**src/rtl/vga_scan_controller.sv**
```systemverilog
`default_nettype none
// ============================================================================
// Module   : vga_scan_controller
// Purpose  : VGA 640x480@60 scan sequencer for the debug display path.
//            Divides the system clock down to the pixel rate and drives the
//            scan coordinates used by the combinational renderer. It registers
//            the renderer colour together with hsync/vsync so that all of
//            them leave aligned. Once per frame, during vertical blanking,
//            it also captures a snapshot of the CPU debug state.
// Revision : 1.0 - initial release
// ============================================================================
module vga_scan_controller #(
  parameter int CLK_DIV   = 2,
  parameter int H_VISIBLE = 640,
  parameter int H_FRONT   = 16,
  parameter int H_SYNC    = 96,
  parameter int H_BACK    = 48,
  parameter int V_VISIBLE = 480,
  parameter int V_FRONT   = 10,
  parameter int V_SYNC    = 2,
  parameter int V_BACK    = 33
) (
  input  logic         clk,
  input  logic         rst,
  input  logic         freeze,
  input  logic [175:0] registers_in,
  input  logic [15:0]  if_pc_in,
  input  logic [15:0]  if_ir_in,
  input  logic [2:0]   r_in,
  input  logic [2:0]   g_in,
  input  logic [2:0]   b_in,
  output logic [10:0]  x,
  output logic [10:0]  y,
  output logic [175:0] registers_snap,
  output logic [15:0]  if_pc_snap,
  output logic [15:0]  if_ir_snap,
  output logic [2:0]   vga_r,
  output logic [2:0]   vga_g,
  output logic [2:0]   vga_b,
  output logic         hsync,
  output logic         vsync,
  output logic         frame_start,
  output logic [15:0]  frame_count
);

  localparam int c_h_total = H_VISIBLE + H_FRONT + H_SYNC + H_BACK;
  localparam int c_v_total = V_VISIBLE + V_FRONT + V_SYNC + V_BACK;
  localparam int c_div_w   = (CLK_DIV > 1) ? $clog2(CLK_DIV) : 1;

  localparam logic [10:0] c_h_last    = 11'(c_h_total - 1);
  localparam logic [10:0] c_v_last    = 11'(c_v_total - 1);
  localparam logic [10:0] c_h_vis     = 11'(H_VISIBLE);
  localparam logic [10:0] c_v_vis     = 11'(V_VISIBLE);
  localparam logic [10:0] c_v_vis_end = 11'(V_VISIBLE - 1);
  localparam logic [10:0] c_hs_first  = 11'(H_VISIBLE + H_FRONT);
  localparam logic [10:0] c_hs_last   = 11'(H_VISIBLE + H_FRONT + H_SYNC - 1);
  localparam logic [10:0] c_vs_first  = 11'(V_VISIBLE + V_FRONT);
  localparam logic [10:0] c_vs_last   = 11'(V_VISIBLE + V_FRONT + V_SYNC - 1);

  logic         w_pe;
  logic         w_visible;
  logic         w_hs_active;
  logic         w_vs_active;
  logic         w_snap_evt;

  logic [10:0]  r_hc;
  logic [10:0]  r_vc;
  logic [2:0]   r_vga_r;
  logic [2:0]   r_vga_g;
  logic [2:0]   r_vga_b;
  logic         r_hsync;
  logic         r_vsync;
  logic [15:0]  r_frame_count;
  logic [175:0] r_regs_snap;
  logic [15:0]  r_pc_snap;
  logic [15:0]  r_ir_snap;

  // Pixel-enable generation: one pulse every CLK_DIV system clocks.
  generate
    if (CLK_DIV > 1) begin : g_div
      localparam logic [c_div_w-1:0] c_div_last = c_div_w'(CLK_DIV - 1);
      logic [c_div_w-1:0] r_div;

      // Divider counter, restarting from zero after its terminal count.
      always_ff @(posedge clk) begin
        if (rst) begin
          r_div <= '0;
        end else if (r_div == c_div_last) begin
          r_div <= '0;
        end else begin
          r_div <= r_div + c_div_w'(1);
        end
      end

      assign w_pe = (r_div == c_div_last);
    end else begin : g_nodiv
      assign w_pe = 1'b1;
    end
  endgenerate

  // Decode of the current counter position.
  assign w_visible   = (r_hc < c_h_vis) && (r_vc < c_v_vis);
  assign w_hs_active = (r_hc >= c_hs_first) && (r_hc <= c_hs_last);
  assign w_vs_active = (r_vc >= c_vs_first) && (r_vc <= c_vs_last);

  // Capture point: the last pixel of the last visible line, just before the
  // scan enters vertical blanking. Reset suppresses it.
  assign w_snap_evt  = w_pe && !rst && (r_hc == c_h_last) && (r_vc == c_v_vis_end);

  // Horizontal and vertical scan counters, advanced once per pixel.
  always_ff @(posedge clk) begin
    if (rst) begin
      r_hc <= '0;
      r_vc <= '0;
    end else if (w_pe) begin
      if (r_hc == c_h_last) begin
        r_hc <= '0;
        r_vc <= (r_vc == c_v_last) ? 11'd0 : r_vc + 11'd1;
      end else begin
        r_hc <= r_hc + 11'd1;
      end
    end
  end

  // Colour and sync registered together so they stay aligned one pixel behind.
  always_ff @(posedge clk) begin
    if (rst) begin
      r_vga_r <= '0;
      r_vga_g <= '0;
      r_vga_b <= '0;
      r_hsync <= 1'b1;
      r_vsync <= 1'b1;
    end else if (w_pe) begin
      r_vga_r <= w_visible ? r_in : 3'd0;
      r_vga_g <= w_visible ? g_in : 3'd0;
      r_vga_b <= w_visible ? b_in : 3'd0;
      r_hsync <= !w_hs_active;
      r_vsync <= !w_vs_active;
    end
  end

  // Frame counter, stepped once per capture point.
  always_ff @(posedge clk) begin
    if (rst) begin
      r_frame_count <= '0;
    end else if (w_snap_evt) begin
      r_frame_count <= r_frame_count + 16'd1;
    end
  end

  // Debug-state snapshot, loaded only at the capture point and only when not frozen.
  always_ff @(posedge clk) begin
    if (rst) begin
      r_regs_snap <= '0;
      r_pc_snap   <= '0;
      r_ir_snap   <= '0;
    end else if (w_snap_evt && !freeze) begin
      r_regs_snap <= registers_in;
      r_pc_snap   <= if_pc_in;
      r_ir_snap   <= if_ir_in;
    end
  end

  assign x              = r_hc;
  assign y              = r_vc;
  assign vga_r          = r_vga_r;
  assign vga_g          = r_vga_g;
  assign vga_b          = r_vga_b;
  assign hsync          = r_hsync;
  assign vsync          = r_vsync;
  assign frame_start    = w_snap_evt;
  assign frame_count    = r_frame_count;
  assign registers_snap = r_regs_snap;
  assign if_pc_snap     = r_pc_snap;
  assign if_ir_snap     = r_ir_snap;

endmodule
`default_nettype wire

```
**config.mk**
```make
export PLATFORM = sky130hd
export DESIGN_NAME = vga_scan_controller
export DESIGN_NICKNAME = d
export VERILOG_FILES = /design/src/rtl/vga_scan_controller.sv
export SDC_FILE = /design/constraint.sdc
export NUM_CORES = 1
export LEC_CHECK = 0
export ABC_AREA = 1
export BUFFER_PORTS_ARGS = -buffer_cell sky130_fd_sc_hd__buf_4
export CELL_PAD_IN_SITES_DETAIL_PLACEMENT = 1
export CELL_PAD_IN_SITES_GLOBAL_PLACEMENT = 2
export CORE_MARGIN = 2
export CORE_UTILIZATION = 27
export DETAILED_ROUTE_END_ITERATION = 8
export PLACE_DENSITY_LB_ADDON = 0.12
export SLEW_MARGIN = 30
export SYNTH_ARGS = -nofsm -noshare
export SYNTH_HDL_FRONTEND = slang
export SYNTH_SLANG_ARGS = --single-unit
```
**constraint.sdc**
```tcl
create_clock -name clk -period 3.8 [get_ports clk]
set_input_delay 0.76 -clock clk [delete_from_list [all_inputs] [get_ports clk]]
set_output_delay 0.76 -clock clk [all_outputs]
set_load 0.03 [all_outputs]
```
# == Yosys cells after proc, flatten, opt, wreduce, memory -nomap -nowiden ==
# Index checks and enable logic that the tools add are counted.
# word_totals
regBits,258
input_bits,220
output_inout_bits,258
elab_cells,43
# classes
n_addsub,4
n_lt_le_gt_ge,6
eq_ne,3
muxes,5
n_reduce_logical,13
# op_table
op,n
adder 11 x 1 -> 11 bit (second input constant),2
equality test 11 x 10 -> 1 bit (second input constant),2
two-way mux 11 bit,2
adder 16 x 1 -> 16 bit (second input constant),1
equality test 11 x 9 -> 1 bit (second input constant),1
>= comparator 11 x 10 -> 1 bit (second input constant),1
>= comparator 11 x 9 -> 1 bit (second input constant),1
less-or-equal comparator 11 x 10 -> 1 bit (second input constant),1
less-or-equal comparator 11 x 9 -> 1 bit (second input constant),1
< comparator 11 x 10 -> 1 bit (second input constant),1
< comparator 11 x 9 -> 1 bit (second input constant),1
two-way mux 3 bit,3
logical AND 1 bit,7
logical NOT 1 bit,4
AND reduction 2 bit,1
OR reduction 2 bit,1
adder 1 bit (second input constant),1

# == Depth between registers and ports, before layout ==
# Gate-level depths: netlist of the first run.
# logic_depth
ltp_word,5
depth_mapped,11
mapped_depth_nobuf,10

# == Least setup slack after synthesis of the first run ==
# Ideal clock, no wire load.
# synth_path
path_kind,reg-to-output
startpoint,reg r_vc[1] (netlist: y[1])
endpoint,out frame_start
t_arrival_ns,1.604
required_ns,3.040
slack_ns,1.436
path_stages_with_launch,9
n_path_buf,1
cell_sequence,dfxtp_1 ha_1 inv_1 nor2_2 inv_2 nor2_1 nand2_1 nor2_4 buf_2
# synth_via
elab_chain_len,2
# synth_lines
element,line_no,text
"start, declared",67,logic [10:0] r_vc;
"start signal, assigned",118,r_vc <= (r_vc == c_v_last) ? 11'd0 : r_vc + 11'd1;
equality test 11 x 9 -> 1 bit,108,assign w_snap_evt = w_pe && !rst && (r_hc == c_h_last) && (r_vc == c_v_vis_end);
logical AND 1 bit,108,
"end, declared",42,"output logic frame_start,"
# No other way between the ends.

# == Worst setup path in the final report of the first run ==
# layout_path
startpoint,reg r_hc[0] (netlist: x[0])
endpoint,out frame_start
# layout_via
elab_chain_len,3
# layout_lines
element,line_no,text
"start, declared",66,logic [10:0] r_hc;
"start signal, assigned",120,r_hc <= r_hc + 11'd1;
equality test 11 x 10 -> 1 bit,108,
logical AND 1 bit (2 in series),108,
# No other way between the ends.

==> impl_metrics.tcl, run 1 <==
set metrics [dict create \
    cp_max_fo 13 \
    max_freq_mhz 343.5 \
    ys_seq_area_share_pct 43.78 \
    drc_errors 0 \
    clkTransAtPathRegs_ns 0.05 \
    initial_core_util_pct 27.39 \
    p_leak_uw 0.008116 \
    synth.net_count 1963 \
    pre_cts_slack_ns 1.283 \
    dieArea_mm2 0.04538 \
    start_kind "flop" \
    fin_area_mm2 0.01677 \
    p_sw_uw 1480 \
    r2r_cells 8 \
    regArea_mm2 0.005165 \
    clk_latency_ns 0.53 \
    max_slew_margin_pct 41.31 \
    hp-start "vga_b[0]" \
    rsz0062_at_grt "false" \
    p_per_area_mw_per_mm2 381.0 \
    hold-path-cell-count 2 \
    finalClockSkew_ns 0.01729 \
    cts_setup_buffers 0 \
    antenna_found_initial 6 \
    tns_ns 0 \
    p_seq_share_pct 42.6 \
    grt.overflow.total 0 \
    multi_input_area_mm2 0.005015 \
    ys_ff_latch 258 \
    hold-path-endpoint "vga_b[0]" \
    grt_use_total_pct 19.57 \
    fp.dieW_um 213.0 \
    use_met3_pct 4.751 \
    p_int_uw 4909 \
    gp_congestion 0.7763 \
    cp_slowest_cell "dfxtp_1" \
    numCtsBuffers 34 \
    synthDistinctLibCells 29 \
    cts_tree "built" \
    io_pins 478 \
    use_met2_pct 32.83 \
    final_nets 2370 \
    syn-cell-area_mm2 0.01180 \
    grt_pass1_vias 12290 \
    synthCells 1738 \
    dp_hpwl_um 31520 \
    period_needed_ns 2.911 \
    min_period_over_period_pct 76.61 \
    vdd_drop_max_mv 0.2619 \
    cts-htree-levels 2 \
    max_stage_delay_ns 0.40 \
    reg2reg_to "registers_snap[68]" \
    crit_type "flop to output pin" \
    grtUsageMet1_pct 23.38 \
    clock_power_share_pct 50.3 \
    stdcell_count 2756 \
    dr.pass1.iters 4 \
    routed-via-count 12500 \
    required_ns 3.04 \
    cp.arrival_ns 2.15 \
    antenna_left 0 \
    cts_max_path_buffers 3 \
    grt_pass1_wl_um 69260 \
    r2r-start "x[0]" \
    hp-class "flop to flop" \
    die_h_um 213.0 \
    hold_viol 0 \
    crit_path_end_kind "output pin" \
    viasPerCell 4.537 \
    timing.final.ws_setup_ns 0.8889 \
    combPwrFrac_pct 7.1 \
    finalMaxSlewViolations 0 \
    routed_wl_um 46230 \
    wire_per_inst_um 16.77 \
    drive_gt1_share_pct 25.68 \
    outcome "completed" \
    setup_violations 0 \
    avgSynthCellArea_um2 6.788 \
    postCtsHoldBufs 0 \
    switching_share_pct 23.17 \
    cts-root-buf "clkbuf_16" \
    placed_area_mm2 0.01564 \
    placementRows 76 \
    maxCapViolations 0 \
    drtIter0Drc 643 \
    worst-slew-pin-transition_ns 0.8803 \
    core_mm2 0.04308 \
    fillers 5453 \
    crit_buf_inv 1 \
    clock-sinks 258 \
    reg2reg_slack_ns 1.45 \
    yosys_warnings 0 \
    busiest_layer "met2" \
    syn_to_final_growth_pct 42.13 \
    crit_family "simple AND/OR/NAND/NOR gates" \
    path_cells "ha_1 > nand3_1 > nor2_2 > nand3_4 > nor2_4 > buf_4" \
    grt_max_degree 135 \
    cts_resized 0 \
    dp_cells 2694 \
    place.port_buffers 477 \
]
-- metrics by stage --
stage	utilization [%]	total power [uW]	hold WS, ns
6_report	38.92	6389	0.4519
4_1_cts	38.89	6527	0.4204
2_1_floorplan	-	2988	0.5486
5_1_grt	38.92	6661	0.4597
3_5_place_dp	36.31	3239	0.4447
3_3_place_gp	36.30	3231	0.4397
-- state kept, by name, indices dropped and copies added, names as in the netlist --
name	flops
registers_snap	176
frame_count	16
if_ir_snap	16
if_pc_snap	16
x	11
y	11
vga_b	3
vga_g	3
vga_r	3
g_div.r_div	1
hsync	1
vsync	1
-- cells in the mapped netlist --
library cell	count	area share, %
nor4_1	1	0.053
nor2_1	259	8.2
o22ai_1	1	0.053
inv_2	3	0.095
nand2_1	302	9.6
dfxtp_1	258	44
nor2_4	3	0.29
nor2_2	3	0.16
nand3_1	249	11
o21ai_0	20	0.85
nand3_2	1	0.085
nor3_1	12	0.51
nand3_4	1	0.15
ha_1	5	0.53
buf_4	19	1.2
inv_1	240	7.6
o21a_1	1	0.064
or2_2	2	0.11
nand4_1	10	0.53
buf_6	24	2.3
buf_1	7	0.22
clkbuf_1	67	2.1
a21oi_1	237	10
a31oi_1	1	0.053
a211oi_1	1	0.064
buf_2	4	0.17
xnor2_1	3	0.22
o21bai_1	1	0.064
xor2_1	3	0.22
-- layout make-up --
class	count	area share, %
Clock inverter	4	0.2836
Sequential cell	258	30.80
Tap cell	585	4.365
Clock buffer	52	6.335
Inverter	243	5.515
Timing Repair Buffer	492	22.70
Antenna cell	6	0.08955
Multi-Input combinational cell	1116	29.91
-- per-layer routing --
| layer | vias to the layer above | wire length [um] | share of wire (%) |
|---|---|---|---|
| met5 | - | 0 | 0 |
| met4 | 0 | 1676 | 3.6 |
| met3 | 83 | 2926 | 6.3 |
| met2 | 293 | 22460 | 49 |
| met1 | 5851 | 19160 | 41 |
| li1 | 6276 | - | - |
-- logic make-up after synthesis --
group	count (synthesis)	synth area share, %
AO/OA/AOI/OAI	262	11.20
XOR/XNOR	6	0.4455
flip-flops	258	43.78
AND/OR/NAND/NOR	843	30.29
adder cells (fa/ha/maj)	5	0.5303
buffers and inverters	364	13.76
-- power groups by stage --
| stage | logic [uW] | registers, uW | clock network, uW |
|---|---|---|---|
| 6_report | 454 | 2720 | 3220 |
| 5_1_grt | 508 | 2720 | 3430 |
| 4_1_cts | 463 | 2720 | 3350 |
| 3_5_place_dp | 461 | 2780 | 0 |
| 3_3_place_gp | 453 | 2780 | 0 |
| 2_1_floorplan | 196 | 2790 | 0 |
-- worst min-delay path, cell delays in order (launching register included) --
cell     delay, ns
dfxtp_1       0.30
nand2_1       0.06
nand2_1       0.04
-- layout by cell type, fill, tap and decap left out, types with 2 or more instances in the layout --
| cell type | n |
|---|---|
| clkbuf_8 | 8 |
| a21oi_1 | 237 |
| nor2_4 | 3 |
| inv_1 | 239 |
| or2_2 | 2 |
| clkbuf_1 | 7 |
| ha_1 | 5 |
| nor2_1 | 259 |
| xnor2_1 | 3 |
| buf_12 | 9 |
| clkbuf_16 | 37 |
| nand4_1 | 10 |
| nand3_1 | 249 |
| clkinv_2 | 2 |
| xor2_1 | 3 |
| nand2_1 | 302 |
| o21ai_0 | 20 |
| nor3_1 | 11 |
| inv_2 | 2 |
| buf_4 | 483 |
| dfxtp_1 | 258 |
| diode_2 | 6 |
| nor2_2 | 3 |
-- worst max path at each step --
stage | cells past startpoint | slack, ns | from | endpoint
final | 6 | 0.89 | x[0] | frame_start
after floorplan | 8 | 1.44 | y[1] | frame_start
after global routing | 8 | 0.72 | y[1] | frame_start
after CTS | 6 | 0.83 | x[0] | frame_start
after global placement | 5 | 1.29 | rst | frame_start
after detailed placement | 5 | 1.28 | rst | frame_start
Power figures use the tool's default switching activity.
==> run 2, diff against run 1 <==
--- a/config.mk
+++ b/config.mk
@@ -10,7 +10,7 @@
 export CELL_PAD_IN_SITES_DETAIL_PLACEMENT = 1
 export CELL_PAD_IN_SITES_GLOBAL_PLACEMENT = 2
 export CORE_MARGIN = 2
-export CORE_UTILIZATION = 27
+export CORE_UTILIZATION = 25
 export DETAILED_ROUTE_END_ITERATION = 8
 export PLACE_DENSITY_LB_ADDON = 0.12
 export SLEW_MARGIN = 30
==> constraint.sdc (replaced) <==
create_clock -name clk -period 3 [get_ports clk]
set_input_delay 0.6 -clock clk [delete_from_list [all_inputs] [get_ports clk]]
set_output_delay 0.6 -clock clk [all_outputs]
set_load 0.03 [all_outputs]
==> run 2 against run 1 <==
Global-route usage is 0.98 points lower; largest power group unchanged; wire length is 1.7% higher; clock power increased by 25%; via count up 0.41%; power up 26%; first-iteration DRC count decreased by 3.0%; die area grew 7.9%; largest cell class unchanged; critical path depth is the same; combinational power up 28%; design area increased by 0.39%; hold slack got worse by 0.16 ns; sequential power up 27%.
==> impl_metrics.tcl, run 2 (same netlist as run 1, synthesis figures left out) <==
set metrics [dict create \
    hold_viol 0 \
    dp_hpwl_um 32680 \
    io_pins 478 \
    dieArea_mm2 0.04894 \
    final_nets 2376 \
    grt_max_degree 129 \
    viasPerCell 4.513 \
    postCtsHoldBufs 0 \
    initial_core_util_pct 25.34 \
    cts_max_path_buffers 3 \
    hp-class "input port to flop" \
    antenna_left 0 \
    place.port_buffers 477 \
    r2r_cells 8 \
    outcome "completed" \
    drtIter0Drc 624 \
    cts_resized 0 \
    switching_share_pct 23.64 \
    grt_pass1_wl_um 72710 \
    use_met2_pct 31.65 \
    max_slew_margin_pct 49.31 \
    hold-path-endpoint "vga_g[0]" \
    max_freq_mhz 363.5 \
    grt.overflow.total 0 \
    dr.pass1.iters 4 \
    cts_tree "built" \
    crit_path_end_kind "output pin" \
    antenna_found_initial 4 \
    required_ns 2.40 \
    cts-root-buf "clkbuf_16" \
    p_seq_share_pct 42.7 \
    min_period_over_period_pct 91.69 \
    cp_max_fo 13 \
    clkTransAtPathRegs_ns 0.05 \
    clock_power_share_pct 50.1 \
    p_leak_uw 0.008146 \
    busiest_layer "met2" \
    finalClockSkew_ns 0.009393 \
    rsz0062_at_grt "false" \
    routed_wl_um 47030 \
    grt_pass1_vias 12250 \
    tns_ns 0 \
    p_int_uw 6158 \
    start_kind "flop" \
    die_h_um 221.2 \
    period_needed_ns 2.751 \
    reg2reg_to "registers_snap[68]" \
    fp.dieW_um 221.2 \
    vdd_drop_max_mv 0.3736 \
    reg2reg_slack_ns 0.65 \
    drc_errors 0 \
    hold-path-cell-count 3 \
    syn_to_final_growth_pct 42.68 \
    use_met3_pct 4.462 \
    p_sw_uw 1907 \
    crit_type "flop to output pin" \
    core_mm2 0.04656 \
    layout.cells.most_common "buf_4" \
    mostFrequentLayoutCells "486 x buf_4, 302 x nand2_1, 259 x nor2_1" \
    r2r-start "x[0]" \
    clock-sinks 258 \
    grtUsageMet1_pct 22.94 \
    cts_setup_buffers 0 \
    routed-via-count 12550 \
    cp.arrival_ns 2.15 \
    drive_gt1_share_pct 25.87 \
    gp_congestion 0.7739 \
    finalCoreUtilization_pct 36.16 \
    clk_latency_ns 0.53 \
    grt_use_total_pct 18.58 \
    p_per_area_mw_per_mm2 479.1 \
    combPwrFrac_pct 7.2 \
    worst-slew-pin-transition_ns 0.7604 \
    placementRows 79 \
    maxCapViolations 0 \
    numCtsBuffers 35 \
    wire_per_inst_um 16.91 \
    largest_reg_flops 176 \
    setup_violations 0 \
    cts-htree-levels 2 \
    finalMaxSlewViolations 0 \
    hp-start "g_in[0]" \
]
==> run 2: per-layer routing <==
| metal | routed length (um) | share of wire, % | vias to the layer above |
|---|---|---|---|
| li1 | - | - | 6306 |
| met1 | 20240 | 43 | 5924 |
| met2 | 22780 | 48 | 256 |
| met3 | 2704 | 5.7 | 64 |
| met4 | 1285 | 2.7 | 4 |
| met5 | 27 | 0.057 | - |
==> run 2: how the worst max path moves through the flow <==
stage | start | end | slack [ns] | depth (start not counted)
after floorplan | y[1] | frame_start | 0.80 | 8
after global placement | x[0] | frame_count[6] | 0.69 | 9
after detailed placement | x[0] | frame_count[6] | 0.67 | 9
after CTS | x[0] | frame_start | 0.18 | 6
after global routing | x[0] | frame_start | 0.09 | 6
final | x[0] | frame_start | 0.25 | 6
==> run 2: area by class of cell <==
class	count	area [um^2]
Inverter	243	924.6
Multi-Input combinational cell	1116	5010
Tap cell	607	759.5
Clock inverter	9	76.32
Fill cell	5864	29720
Clock buffer	49	1021
Sequential cell	258	5165
Antenna cell	3	7.507
Timing Repair Buffer	497	3869
==> run 2: worst max-delay path: stages (launching register included) <==
cell     delay [ns]
dfxtp_1        0.40
ha_1           0.22
nand3_1        0.11
nor2_2         0.20
nand3_4        0.22
nor2_4         0.22
buf_4          0.24
==> run 2: per-stage QoR <==
| step | hold WS, ns | instances | power (uW) | setup slack [ns] | instance area [um^2] |
|---|---|---|---|---|---|
| finish | 0.2954 | 2782 | 8064 | 0.2492 | 16830 |
| global route | 0.2733 | 2780 | 8436 | 0.08696 | 16830 |
| CTS | 0.2515 | 2779 | 8255 | 0.1796 | 16820 |
| detailed placement | 0.4478 | 2721 | 4109 | 0.6656 | 15730 |
| global placement | 0.4393 | 2721 | 4101 | 0.6868 | 15730 |
| floorplan | 0.5486 | 1738 | 3785 | 0.7957 | 11800 |
==> run 2: power by group through the flow <==
stage,Clock [uW],Combinational [uW],Sequential [uW]
floorplan,0,249,3540
global placement,0,582,3520
detailed placement,0,590,3520
CTS,4220,592,3440
global route,4340,653,3440
finish,4040,581,3450
